===== src/rtl/ring_nic.sv =====
// ring_nic: network interface between a processing element and the PE port
// of the bidirectional ring router.
//
// Holds one outbound packet (PE -> router) and one inbound packet
// (router -> PE) in single-entry buffers. The PE reaches them through
// a window of four 64-bit registers.
// Injection only happens when the router polarity matches the packet's
// virtual-channel bit.
//
// Ports:
//   clk, reset      clock, synchronous active-high reset
//   addr            PE register address (00 in-data, 01 in-status,
//                   10 out-data, 11 out-status)
//   d_in, d_out     PE write data, registered PE read data
//   nicEn, nicWrEn  PE access enable, 1 = write / 0 = read
//   net_polarity    router polarity (0 even cycle, 1 odd cycle)
//   net_so, net_ri  send to router PE input, router ready
//   net_do          outbound packet data
//   net_si, net_ro  router send on PE output, NIC ready
//   net_di          inbound packet data
//
// Optional build macro NIC_DROP_CNT_EN adds an 8-bit saturating counter of
// dropped out-data writes. The counter is reported in out-status bits [7:0].
module ring_nic #(
  parameter int unsigned DATA_WIDTH = 64,
  parameter int unsigned VC_BIT     = 63
) (
  input  logic                  clk,
  input  logic                  reset,
  input  logic [1:0]            addr,
  input  logic [DATA_WIDTH-1:0] d_in,
  output logic [DATA_WIDTH-1:0] d_out,
  input  logic                  nicEn,
  input  logic                  nicWrEn,
  input  logic                  net_polarity,
  output logic                  net_so,
  input  logic                  net_ri,
  output logic [DATA_WIDTH-1:0] net_do,
  input  logic                  net_si,
  output logic                  net_ro,
  input  logic [DATA_WIDTH-1:0] net_di
);

  localparam logic [1:0] ADDR_IN_DATA    = 2'b00;
  localparam logic [1:0] ADDR_IN_STATUS  = 2'b01;
  localparam logic [1:0] ADDR_OUT_DATA   = 2'b10;
  localparam logic [1:0] ADDR_OUT_STATUS = 2'b11;

  logic [DATA_WIDTH-1:0] in_buf_q,  in_buf_d;
  logic                  in_full_q, in_full_d;
  logic [DATA_WIDTH-1:0] out_buf_q, out_buf_d;
  logic                  out_full_q, out_full_d;
  logic [DATA_WIDTH-1:0] d_out_q,   d_out_d;

  logic rd_c, wr_c, inject_c, eject_c;
  logic [DATA_WIDTH-1:0] in_status_c, out_status_c;

  // Access decode and router handshakes
  always_comb begin
    rd_c     = nicEn & ~nicWrEn;
    wr_c     = nicEn & nicWrEn;
    inject_c = out_full_q & net_ri & (net_polarity == out_buf_q[VC_BIT]);
    eject_c  = net_si & ~in_full_q;
  end

`ifdef NIC_DROP_CNT_EN
  logic [7:0] drop_cnt_q, drop_cnt_d;
  logic       drop_c;

  // A write to a full out-data register is lost; count it, saturating at 255
  always_comb begin
    drop_c     = wr_c & (addr == ADDR_OUT_DATA) & out_full_q;
    drop_cnt_d = drop_cnt_q;
    if (drop_c && (drop_cnt_q != 8'hFF)) begin
      drop_cnt_d = drop_cnt_q + 8'd1;
    end
  end

  always_ff @(posedge clk) begin
    if (reset) drop_cnt_q <= 8'd0;
    else       drop_cnt_q <= drop_cnt_d;
  end

  always_comb begin
    out_status_c             = '0;
    out_status_c[DATA_WIDTH-1] = out_full_q;
    out_status_c[7:0]        = drop_cnt_q;
  end
`else
  always_comb begin
    out_status_c             = '0;
    out_status_c[DATA_WIDTH-1] = out_full_q;
  end
`endif

  always_comb begin
    in_status_c             = '0;
    in_status_c[DATA_WIDTH-1] = in_full_q;
  end

  // Next state for buffers and read data
  always_comb begin
    in_buf_d   = in_buf_q;
    in_full_d  = in_full_q;
    out_buf_d  = out_buf_q;
    out_full_d = out_full_q;
    d_out_d    = d_out_q;

    if (rd_c) begin
      unique case (addr)
        ADDR_IN_DATA:    d_out_d = in_buf_q;
        ADDR_IN_STATUS:  d_out_d = in_status_c;
        ADDR_OUT_DATA:   d_out_d = out_buf_q;
        ADDR_OUT_STATUS: d_out_d = out_status_c;
        default:         d_out_d = d_out_q;
      endcase
      if (addr == ADDR_IN_DATA) in_full_d = 1'b0;
    end

    // Ejection only possible while empty, so it never collides with a read clear
    if (eject_c) begin
      in_buf_d  = net_di;
      in_full_d = 1'b1;
    end

    if (inject_c) out_full_d = 1'b0;

    // Acceptance judged on the sampled full flag; a write racing an injection is dropped
    if (wr_c && (addr == ADDR_OUT_DATA) && !out_full_q) begin
      out_buf_d  = d_in;
      out_full_d = 1'b1;
    end
  end

  always_ff @(posedge clk) begin
    if (reset) begin
      in_buf_q   <= '0;
      in_full_q  <= 1'b0;
      out_buf_q  <= '0;
      out_full_q <= 1'b0;
      d_out_q    <= '0;
    end else begin
      in_buf_q   <= in_buf_d;
      in_full_q  <= in_full_d;
      out_buf_q  <= out_buf_d;
      out_full_q <= out_full_d;
      d_out_q    <= d_out_d;
    end
  end

  assign d_out  = d_out_q;
  assign net_do = out_buf_q;
  assign net_so = inject_c;
  assign net_ro = ~in_full_q;

endmodule

===== config.mk =====
export PLATFORM = sky130hd
export DESIGN_NAME = ring_nic
export DESIGN_NICKNAME = d
export VERILOG_FILES = /design/src/rtl/ring_nic.sv
export SDC_FILE = /design/constraint.sdc
export NUM_CORES = 1
export LEC_CHECK = 0
export BUFFER_PORTS_ARGS = -buffer_cell sky130_fd_sc_hd__buf_2
export CAP_MARGIN = 20
export CORE_ASPECT_RATIO = 0.5
export CORE_MARGIN = 3
export CORE_UTILIZATION = 50
export CTS_CLUSTER_SIZE = 16
export DETAILED_ROUTE_END_ITERATION = 6
export GPL_ROUTABILITY_DRIVEN = 0
export PLACE_DENSITY_LB_ADDON = 0.12
export SYNTH_ARGS = -nofsm -noshare
export SYNTH_HDL_FRONTEND = slang
export SYNTH_SLANG_ARGS = --single-unit

===== constraint.sdc =====
create_clock -name clk -period 1.8 [get_ports clk]
set_input_delay 0.09 -clock clk [delete_from_list [all_inputs] [get_ports clk]]
set_output_delay 0.09 -clock clk [all_outputs]
set_load 0.01 [all_outputs]

# After elaboration in Yosys (flattened, before gate mapping)
# Cells that the tools add are included.
# totals
register_bits	194
latchBits	0
ram_bits	0
rom_bits	0
inputBits	137
out_inout_bits	130
elab_cells	30
mem_count	0
# classes
n_addsub	0
multipliers	0
div	0
magnitude_cmp	0
n_eq_ne	4
shift	0
mux	6
bitwise	7
n_reduce_logical	8
# op_table
operator	n
one-hot mux 64 bit (4 select lines)	1
nonzero test 2 bit	3
bitwise AND 1 bit	5
two-way mux 1 bit	5
equality test 2 bit, second input constant	2
equality test 2 x 1 -> 1 bit, second input constant	1
logical AND 1 bit	2
zero test 2 bit	1
NOT 1 bit	2
AND reduction 2 bit	1
equality test 1 bit	1
zero test 1 bit	1

# Longest topological paths before layout
# logic_depth
word_depth	4
mapped_depth	5
depth_no_buf	3

# Worst setup path after synthesis
# No wires, ideal clock.
# synth_path
path_kind	flip-flop to flip-flop
start	register in_full_q
end	register in_buf_q[0]
setup_ns	0.070
arrival_time_ns	1.199
required_ns	1.730
path_slack_ns	0.530
path_stages_with_launch	6
path_buffers	2
synth_period_minus_slack_ns	1.270
path_cell_list	dfxtp_1 -> nand2b_1 -> clkbuf_1 -> buf_1 -> nand2_1 -> a21oi_1
# synth_between
elab_chain_cells	2
# synth_lines
element	line	text
start, declared	50	logic in_full_q, in_full_d;
start signal, assigned	144	in_full_q <= in_full_d;
NOT 1 bit	63	eject_c = net_si & ~in_full_q;
bitwise AND 1 bit	63	
end signal, assigned	143	in_buf_q <= in_buf_d;
end, declared	49	logic [DATA_WIDTH-1:0] in_buf_q, in_buf_d;
# Every way passes these cells.
# A chain may end at the register's enable or synchronous reset.

# Worst setup path in the final report
# layout_path
start	register in_full_q
end	register in_buf_q[30]
# Same word-level chain as after synthesis.

==> reports/results.txt <==
critical path class - reg2reg
prevailing post-synth register cell - dfxtp_1
Post-synth EDFFs - 0
WL final - 22.3 mm
Iteration-0 DRC Markers - 375
FMAX - 588 MHz
Global Route met1 Usage - 31.6%
Slew HR - 76.8%
mean post-synth cell area - 9.88 µm²
GR peak layer - met2
crit path DAT - 2.06 ns
post_cts resized - 0
CP Capture Type - register
level count of the clock H-tree - 4
Leak - 0.00479 µW
flops & latches, synth - 194
Hold WC Path Type - in2reg
CTS Hold Buffers Added - 129
first-pass GRT wire length - 35.3 mm
IO Count - 267
worst r2r src - in_full_q$_SDFFE_PP0P_
Routed Antenna Nets - 0
area of the multi-input gates - 3600 µm²
Yosys top cell area share - 49.6%
fin crit share - 94.5%
setup tns final - 0 ns
Via density - 5.28
Clock Latency Late Sink - 0.41 ns
met3 GRT Util - 6.62%
WL/cell - 16.3 µm
count of different cell masters after synthesis - 27
initial antenna violation count - 0
post-CTS setup buffers - 0
layout cells sized above 1 - 32.3%
Synth area leaders - dfxtp_1, nand2b_1, mux2i_1, a221o_2, nand2_1
Num CTS Buffers - 17
worst endpoint required time - 2.16 ns
GRT overflow - 0
met2 global-route usage - 43.2%
total power - 9010 µW
Worst R2R Path Depth - 5
Clock Skew - 0.00951 ns
Hold WS - 0.0191 ns
core area - 14900 µm²
clock sinks - 194
post-detail-place hpwl - 13.9 mm
mapped cell area - 7830 µm²
DIE HEIGHT - 94.5 µm
n_diodes - 0
status - finished, final reports clean
FFs w/ async S/R, synth - 0%
kind of start point of the critical path - register
Yosys top cell by area - dfxtp_1
Final Max Slew Viols - 0
Initial Utilization - 52.5%
endpoints failing setup - 0
total track usage - 25.3%
IO Port Bufs - 266
# Max-Cap Violations - 0
Seq. cell area - 3880 µm²
Rows - 31
Net Count, Synth - 929
final hold viol count - 0
Worst R2R End - in_buf_q[30]$_SDFFE_PP0P_
clk buf depth - 2
die area - 17300 µm²
Root Driver - clkbuf_16
sequential fraction of the synthesis area - 49.6%
via count - 7218
crit path time final - 1.70 ns
R2R setup slack - 0.1 ns
fillers - 1068
peak supply drop - 714 µV
hold path start - reset
Synth warnings - 0
number of global-route vias before repair - 7195
Worst-Margin Slew - 0.348 ns
DRC viols - 0
fin nets - 1293
DR pass1 iterations - 7
hold-critical path endpoint - in_buf_q[51]$_SDFFE_PP0P_
pin count of the biggest net entering global routing - 93
Clk pin slew, worst setup/hold paths - 0.07 ns
CTS tree - built
most frequent cells after synthesis - dfxtp_1, nand2b_1, nand2_1, a21oi_1, mux2i_1
hold path depth - 2
Power Density - 807 nW/µm²
RSZ-0062 raised after global routing - false
Cells after Synth - 792
Chip Width - 183 µm
Crit Path Max Fanout - 40
Area Growth Syn to Fin - 42.6%
most frequent cell after synthesis - dfxtp_1
==> cell families (layout without fill, tap and decap cells) <==
logic type / count (synthesis) / in the layout / share of synthesized area, %
AOI/OAI and AO/OA: 131 / 131 / 13.3
xor gates and xnor gates: 1 / 1 / 0.112
buffers and inverters: 71 / 448 / 4.81
DFF: 194 / 194 / 49.6
muxes: 66 / 66 / 8.65
and+or+nand+nor: 329 / 329 / 23.5
==> metrics by stage <==
stage / instance area (µm²) / std cells / utilization (%) / setup WS [ns]
after detailed placement: 9320 / 1206 / 62.6 / 0.346
final: 11200 / 1367 / 74.9 / 0.0990
after floorplan: 7830 / 792 / - / 0.530
after global routing: 11200 / 1367 / 74.9 / 0.0204
after global placement: 9320 / 1206 / 62.6 / 0.379
after CTS: 11200 / 1367 / 74.9 / 0.0902
==> worst max path at each step <==
stage                     slack [ns]              startpoint  cells after the start                        end
after floorplan                 0.53  in_full_q$_SDFFE_PP0P_                      5   in_buf_q[0]$_SDFFE_PP0P_
after global placement          0.38                 addr[0]                      5     d_out[26]$_SDFFE_PP0P_
after detailed placement        0.35                 addr[0]                      5     d_out[45]$_SDFFE_PP0P_
after CTS                       0.09  in_full_q$_SDFFE_PP0P_                      5  in_buf_q[30]$_SDFFE_PP0P_
after global routing            0.02  in_full_q$_SDFFE_PP0P_                      5  in_buf_q[30]$_SDFFE_PP0P_
final                            0.1  in_full_q$_SDFFE_PP0P_                      5  in_buf_q[30]$_SDFFE_PP0P_
==> layer usage <==
metal	vias up	part of all wire [%]
li1	3474	-
met1	3434	43
met2	269	48
met3	41	7.2
met4	0	2.2
met5	-	0
==> area by class of cell <==
cell class / count / share of cell area, %
multi-input cells: 527 / 32.2
clock inverters: 11 / 0.729
clock buffers: 21 / 4.21
well taps: 198 / 2.22
repair buffers: 415 / 25.8
inverters: 1 / 0.0336
flip-flops and latches: 194 / 34.8
==> report_power, final <==
part | switching (µW) | internal [µW] | leakage, µW | total [µW]
logic | 463 | 536 | 0.00295 | 1000
clock network | 1620 | 1890 | 0.000265 | 3510
registers | 81.1 | 4430 | 0.00158 | 4510
total | 2160 | 6850 | 0.00479 | 9010
==> registers in the layout, summed over array words and instances, names as in the netlist <==
name / flops
out_full_q: 1
in_full_q: 1
in_buf_q: 64
d_out: 64
net_do: 64
==> layout by cell type (no fill, tap or decap), types with 2 or more instances in the layout <==
cell | synthesis | layout
clkinvlp_4 | 0 | 3
nand2b_1 | 129 | 128
a221o_2 | 53 | 53
clkinv_4 | 0 | 4
dfxtp_1 | 194 | 194
a21oi_1 | 65 | 65
nand2_1 | 128 | 128
nor3b_1 | 63 | 63
buf_12 | 0 | 8
a221o_1 | 10 | 10
nor2b_4 | 0 | 2
clkinv_2 | 0 | 3
buf_4 | 5 | 12
dlygate4sd3_1 | 0 | 129
mux2i_1 | 65 | 65
clkbuf_8 | 0 | 3
buf_2 | 10 | 265
clkbuf_16 | 0 | 17
==> worst max-delay path, stage by stage (launching register included) <==
cell	delay, ns
dfxtp_1	0.45
nand2b_2	0.20
buf_12	0.22
nand2_1	0.08
a21oi_1	0.13
dlygate4sd3_1	0.55
No activity file was read; power rests on OpenSTA's default activity.
